===== src/rtl/spec_buffer_arbiter.sv =====
// spec_buffer_arbiter: fixed-priority burst arbiter sharing a dual-port spectrum RAM among four requesters
module spec_buffer_arbiter #(
  parameter int AddrWidth     = 14,
  parameter int DataWidth     = 32,
  parameter int RdLatency     = 2,
  parameter int MaxWaitCycles = 1024
) (
  input  logic                   clk_i,
  input  logic                   rst_i,
  input  logic [3:0]             req_i,
  input  logic [3:0]             done_i,
  input  logic [3:0]             rd_en_i,
  input  logic [4*AddrWidth-1:0] rd_addr_i,
  input  logic [3:0]             wr_en_i,
  input  logic [4*AddrWidth-1:0] wr_addr_i,
  input  logic [4*DataWidth-1:0] wr_data_i,
  output logic [3:0]             gnt_o,
  output logic [1:0]             owner_o,
  output logic                   busy_o,
  output logic                   dpram_wea_o,
  output logic [AddrWidth-1:0]   dpram_addra_o,
  output logic [DataWidth-1:0]   dpram_dina_o,
  output logic [AddrWidth-1:0]   dpram_addrb_o,
  input  logic [DataWidth-1:0]   dpram_doutb_i,
  output logic [DataWidth-1:0]   rd_data_o,
  output logic [3:0]             rd_valid_o,
  output logic                   starve_o,
  output logic                   illegal_o
);
  localparam int CW = $clog2(MaxWaitCycles + 1);
  localparam int DW = $clog2(RdLatency + 2);
  typedef enum logic [1:0] {IDLE, GRANT, DRAIN} state_t;
  state_t state, state_d;
  logic [1:0] sel;
  logic [3:0] own_mask;
  logic burst_end, own_rd, own_wr, wait_inc;
  logic [DW-1:0] drain_q;
  logic [CW-1:0] wait_q;
  logic [RdLatency:0] pv;
  logic [RdLatency:0][1:0] pid;
  always_comb begin
    sel = req_i[0] ? 2'd0 : req_i[1] ? 2'd1 : req_i[2] ? 2'd2 : 2'd3;
    own_mask = 4'b1 << owner_o;
    burst_end = done_i[owner_o] | ~req_i[owner_o];
    own_rd = state == GRANT && rd_en_i[owner_o];
    own_wr = state == GRANT && wr_en_i[owner_o];
    wait_inc = req_i[0] & ~gnt_o[0];
  end
  always_ff @(posedge clk_i) begin
    if (rst_i) begin
      state <= IDLE;
      owner_o <= '0;
      drain_q <= '0;
    end else begin
      state <= state_d;
      if (state == IDLE && |req_i) owner_o <= sel;
      drain_q <= state == DRAIN ? drain_q + 1'b1 : '0;
    end
  end
  always_comb
    state_d = state == IDLE  ? (|req_i ? GRANT : IDLE) :
              state == GRANT ? (burst_end ? DRAIN : GRANT) :
              (drain_q == DW'(RdLatency) ? IDLE : DRAIN);
  always_comb begin
    gnt_o = state == GRANT ? own_mask : 4'b0;
    busy_o = state != IDLE;
  end
  always_ff @(posedge clk_i) begin
    if (rst_i) begin
      dpram_wea_o <= 1'b0;
      dpram_addra_o <= '0;
      dpram_dina_o <= '0;
      dpram_addrb_o <= '0;
      rd_data_o <= '0;
      rd_valid_o <= '0;
      pv <= '0;
      pid <= '0;
      wait_q <= '0;
      starve_o <= 1'b0;
      illegal_o <= 1'b0;
    end else begin
      dpram_wea_o <= own_wr;
      if (own_wr) begin
        dpram_addra_o <= wr_addr_i[owner_o*AddrWidth +: AddrWidth];
        dpram_dina_o <= wr_data_i[owner_o*DataWidth +: DataWidth];
      end
      if (own_rd) dpram_addrb_o <= rd_addr_i[owner_o*AddrWidth +: AddrWidth];
      pv <= {pv[RdLatency-1:0], own_rd};
      pid <= {pid[RdLatency-1:0], owner_o};
      rd_data_o <= dpram_doutb_i;
      rd_valid_o <= pv[RdLatency] ? 4'b1 << pid[RdLatency] : 4'b0;
      wait_q <= gnt_o[0] ? '0 : (wait_inc && wait_q != CW'(MaxWaitCycles)) ? wait_q + 1'b1 : wait_q;
      starve_o <= starve_o | (wait_inc && wait_q == CW'(MaxWaitCycles - 1));
      illegal_o <= illegal_o | (state == GRANT && |((rd_en_i | wr_en_i) & ~own_mask));
    end
  end
endmodule


===== config.mk =====
export PLATFORM = sky130hd
export DESIGN_NAME = spec_buffer_arbiter
export DESIGN_NICKNAME = d
export VERILOG_FILES = /design/src/rtl/spec_buffer_arbiter.sv
export SDC_FILE = /design/constraint.sdc
export NUM_CORES = 1
export LEC_CHECK = 0
export BUFFER_PORTS_ARGS = -buffer_cell sky130_fd_sc_hd__clkbuf_2
export CAP_MARGIN = 30
export CORE_AREA = 3 3 153 155
export DETAILED_ROUTE_END_ITERATION = 8
export DIE_AREA = 0 0 156 158
export GPL_TIMING_DRIVEN = 0
export SETUP_SLACK_MARGIN = 0.02
export SYNTH_ARGS = -nofsm -noshare
export SYNTH_HDL_FRONTEND = slang
export SYNTH_SLANG_ARGS = --single-unit
export TNS_END_PERCENT = 20

===== constraint.sdc =====
create_clock -name clk_i -period 5 [get_ports clk_i]
set_input_delay 1 -clock clk_i [delete_from_list [all_inputs] [get_ports clk_i]]
set_output_delay 1 -clock clk_i [all_outputs]
set_load 0.01 [all_outputs]

* Yosys cells after proc, flatten, opt, wreduce, memory -nomap -nowiden
Index checks and enable logic that the tools add are counted.
** Word-level totals
- Flip-flop bits (word level) :: 125
- Output and inout port bits :: 106
- Logic and storage cells :: 71
** Cells by class
- $add $sub $neg :: 2
- Multipliers :: 1
- Magnitude comparators :: 1
- Equal/unequal tests :: 5
- Shifts and indexed selects :: 5
- Muxes and demuxes :: 17
- Bitwise gates (word level) :: 11
- Reduce and logical (&&, ||, !) cells :: 13
** Operators with widths (count)
- $shiftx A128 B8 Y32 :: 1
- $shiftx A56 B7 Y14 :: 2
- $mux W2 :: 6
- $add A11 B1 Y11 const B :: 1
- $eq A11 B10 Y1 const B :: 1
- $ne A11 B11 Y1 const B :: 1
- $bmux W1 S2 :: 4
- $reduce_or A4 Y1 :: 2
- $shl A1 B2 Y4 const A :: 2
- $logic_and A1 B1 Y1 :: 6
- $mux W1 :: 6
- $reduce_or A2 Y1 :: 3
- $mul A2 B3 Y5 const B :: 1
- $and A4 B4 Y4 :: 1
- $eq A2 B2 Y1 const B :: 2
- $mux W4 :: 1
- $not A1 Y1 :: 4
- $not A4 Y4 :: 1
- $or A4 B4 Y4 :: 1
- $lt A2 B3 Y1 const B :: 1
- $or A1 B1 Y1 :: 3
- $add A2 B1 Y2 const B :: 1
- $eq A2 B1 Y1 const B :: 1
- $logic_not A2 Y1 :: 1
- other kinds (2) :: 2

* Depth between registers and ports, before layout
- Depth after elaboration :: 7
- Gate-level depth with buffers :: 7
- Mapped depth without buffers :: 5

* Worst setup path before layout
OpenSTA, ideal clock, no wires.
- Path kind :: input -> register
- Start point :: in wr_en_i[3]
- End point :: reg dpram_addra_o[0]
- Library setup time :: 0.132 ns
- Arrival time :: 2.026 ns
- Data required time :: 4.868 ns
- Path slack :: 2.842 ns
- Stages :: 6
- Path buffers :: 2
- Path through :: mux4_2 -> and2_1 -> buf_4 -> buf_2 -> nand2_1 -> a21oi_1
** On the way
- Longest elaborated chain between the ends :: 3
** Ends and longest elaborated chain
- start, declared :: RTL line 14 : input logic [3:0] wr_en_i,
- $bmux W1 S2 :: RTL line 46 : own_wr = state == GRANT && wr_en_i[owner_o];
- $mux W1 (implied by the code) :: RTL line 46
- $logic_and A1 B1 Y1 :: RTL line 46
- end signal, assigned :: RTL line 84 : dpram_addra_o <= wr_addr_i[owner_o*AddrWidth +: AddrWidth];
- end, declared :: RTL line 21 : output logic [AddrWidth-1:0] dpram_addra_o,
Every way passes these cells. The select of a mux whose other input is x is not followed.
A chain may end at the register's enable or synchronous reset.

* Final worst setup path
- Start point :: reg owner_o[0]
- End point :: out gnt_o[1]
** On the way
- Longest elaborated chain between the ends :: 2
** Ends and longest elaborated chain
- start, declared :: RTL line 18 : output logic [1:0] owner_o,
- start signal, assigned :: RTL line 56 : if (state == IDLE && |req_i) owner_o <= sel;
- $shl A1 B2 Y4 :: RTL line 43 : own_mask = 4'b1 << owner_o;
- $mux W4 :: RTL line 65 : gnt_o = state == GRANT ? own_mask : 4'b0;
- end, declared :: RTL line 17 : output logic [3:0] gnt_o,
Every way passes these cells.

==> results.yml <==
outcome:
  outcome: "complete, no violations"
placement:
  placedCellCount: 1222
  portBuffers: 394
  gp_congestion: 0.8259
  dp_hpwl_mm: 17.95
timing:
  tns_ns: 0
  slew_violations: 0
  fin_crit_ns: 3.081
  fmax_mhz: 324.6
  rsz0062_at_grt: "false"
  worst_pin_slew_ns: 0.7605
  setup_viol_count_final: 0
  timing.slew.headroom_pct: 49.30
  finalClockSkew_ns: 0.01201
  report.final.hold_viol_count: 0
  fin_crit_sh_pct: 61.62
power_and_ir_drop:
  total_leakage_power_nw: 4.107
  power_density_nw_per_um2: 367.3
  ir_drop_v: 0.0001700
finish:
  instances_no_fill: 1254
  utilization_pct: 40.21
  multi_input_area_um2: 3063
  regArea_um2: 2502
  area_delta_synth_final_pct: 50.89
  diodes: 0
  drive_gt1_share_pct: 52.57
  nets: 1254
  nFillCells: 2213
clock_network:
  cts_tree: "built"
  cts_resized: 0
  holdBufCountCts: 0
  numCtsBuffers: 17
  root_buffer: "clkbuf_16"
  clk_latency_ns: 0.42
  postCtsSetupRepairBufs: 0
  h-tree-depth: 4
  clockBufferDepth: 2
  numClockSinks: 125
  clk_transition_reported_paths_ns: 0.06
floorplanning:
  io_pins: 396
  fp.dieW_um: 156
  initial_core_util_pct: 26.65
  rows: 54
  core_um2: 21960
  die_area_um2: 24650
  chipHeight_um: 158
synth:
  syn_area_um2: 5852
  yosysWarningCount: 0
  ys.flop_type: "dfxtp_1"
  synth_edf_count: 0
  syn_inst: 548
  ys_ff_latch: 125
  ys_async_sr_fraction_pct: 0
  synth_top_area_cell: "dfxtp_1"
  synth_area_leaders: "dfxtp_1 43%, mux4_2 24%, nand2_1 6.5%"
  synth_nets: 841
  ys_types: 46
  synth_top_area_share_pct: 42.76
  synth-seq-area-share_pct: 42.76
  postSynthAreaPerCell_um2: 10.68
global_route:
  grt_pass1_vias: 5765
  grt_max_degree: 17
  grt_overflow: 0
  antenna_found_initial: 0
  grt_pass1_wl_mm: 31.19
  grt_use_total_pct: 16.56
drt:
  drc_errors: 0
  firstDrtPassIters: 4
  vias: 5782
  drt_iter0_drc: 232
  wire_per_inst_um: 17.23
  antenna_left: 0
  routed_wl_mm: 21.61
  avgViaCountPerCell: 4.611
run:
  drv_cap: 0
critical_path:
  cp-startpoint: "owner_o[0]"
  path_class: "register to primary output"
  cp.arrival_ns: 2.08
  worstPathRequired_ns: 4.00
  crit_path_start_kind: "register"
  worstSetupEndpointType: "primary output"
  r2r-start: "owner_o[1]"
  worstPathMaxFanout: 10
hold_path:
  min_path_type: "register to register"
  hp-start: "drain_q[0]"
[final cells by class]
type | instances | share of cell area (%)
buffer | 44 | 2.862
clock buffer | 20 | 5.059
clock inverter | 12 | 2.366
inverter | 9 | 0.3826
multi-input combinational | 370 | 34.69
sequential | 125 | 28.34
tap | 280 | 3.968
timing repair buffer | 394 | 22.33
[worst max-delay path: stages, from the launching register on]
cell and delay, ns:
dfxtp_1 0.53, buf_4 0.29, clkbuf_1 0.44, and3b_1 0.25, clkbuf_2 0.14
[synthesized netlist by cell type (2+ instances only)]
cell      count
a21oi_1      54
and2_1        4
and3_1        3
and4b_1       2
buf_2         4
buf_4        12
buf_6         5
clkbuf_1     22
dfxtp_1     125
ha_1          3
inv_1         8
mux2i_1      16
mux4_2       62
nand2_1     101
nand2_2       2
nand2b_1      2
nand4_1       6
nor2_1       33
nor2b_1      42
nor3_1        3
nor4_1        3
nor4b_1       2
nor4bb_1      2
o21ai_0       3
or3_1         3
or4_1         2
xor2_1        5
[cells in the final DEF (no fill, tap or decap), types with 3 or more instances in the layout]
| master | n |
|---|---|
| nor2_1 | 33 |
| a21oi_1 | 54 |
| nand4_1 | 6 |
| and2_1 | 4 |
| or3_1 | 3 |
| ha_1 | 3 |
| inv_1 | 8 |
| nor3_1 | 3 |
| nor2b_1 | 42 |
| nand2_1 | 101 |
| clkbuf_2 | 394 |
| clkbuf_1 | 24 |
| clkinv_4 | 3 |
| buf_6 | 5 |
| o21ai_0 | 3 |
| and3_1 | 3 |
| clkbuf_16 | 17 |
| xor2_1 | 5 |
| dfxtp_1 | 125 |
| nor4_1 | 3 |
| bufinv_16 | 5 |
| mux4_2 | 62 |
| mux2i_1 | 16 |
| buf_4 | 12 |
| buf_2 | 4 |
[registers in the layout, indices dropped and copies added, names as in the netlist]
name and count:
dpram_wea_o 1, drain_q 2, dpram_addra_o 14, illegal_o 1, wait_q 11, state 2
pv 3, dpram_dina_o 32, starve_o 1, pid 6, dpram_addrb_o 14, rd_valid_o 4
owner_o 2, rd_data_o 32
[where the power goes]
group	total, mW	internal [mW]	leakage (nW)	switching, mW
sequential	1.11	1.07	1.02	0.0413
clock	1.38	0.904	0.311	0.476
combinational	0.748	0.379	2.77	0.370
[stage by stage]
step	total power, mW	instance area (um2)	setup WS, ns	hold WS, ns
after floorplan	1.585	5852	2.842	0.3901
after global placement	1.891	8174	2.107	0.4020
after detailed placement	1.900	8174	2.119	0.4042
after CTS	3.292	8830	1.790	0.4123
after global routing	3.408	8830	1.778	0.4423
final	3.243	8830	1.919	0.4134
[metal layers]
layer | track usage [%] | wire length [um]
met2 | 29.07 | 11080
met1 | 19.90 | 8669
met3 | 4.811 | 1566
met4 | 4.331 | 290
met5 | 0 | 0
[logic make-up after synthesis]
kind of cell / share of synthesized area, %
AO/OA/AOI/OAI: 6.372
XOR/XNOR: 0.7483
adder cells (fa/ha/maj): 0.6415
buffers and inverters: 4.896
flip-flops: 42.76
multiplexers: 26.60
AND/OR/NAND/NOR: 17.98
[final timing paths]
path	to	slack, ns	depth (start not counted)
worst max register to register	dpram_dina_o[3]	2.95	5
worst min register to register	drain_q[0]	0.41	1
worst min-delay path	drain_q[0]	0.41	1
worst max-delay path	gnt_o[1]	1.92	4
No activity file was read; power rests on OpenSTA's default activity.
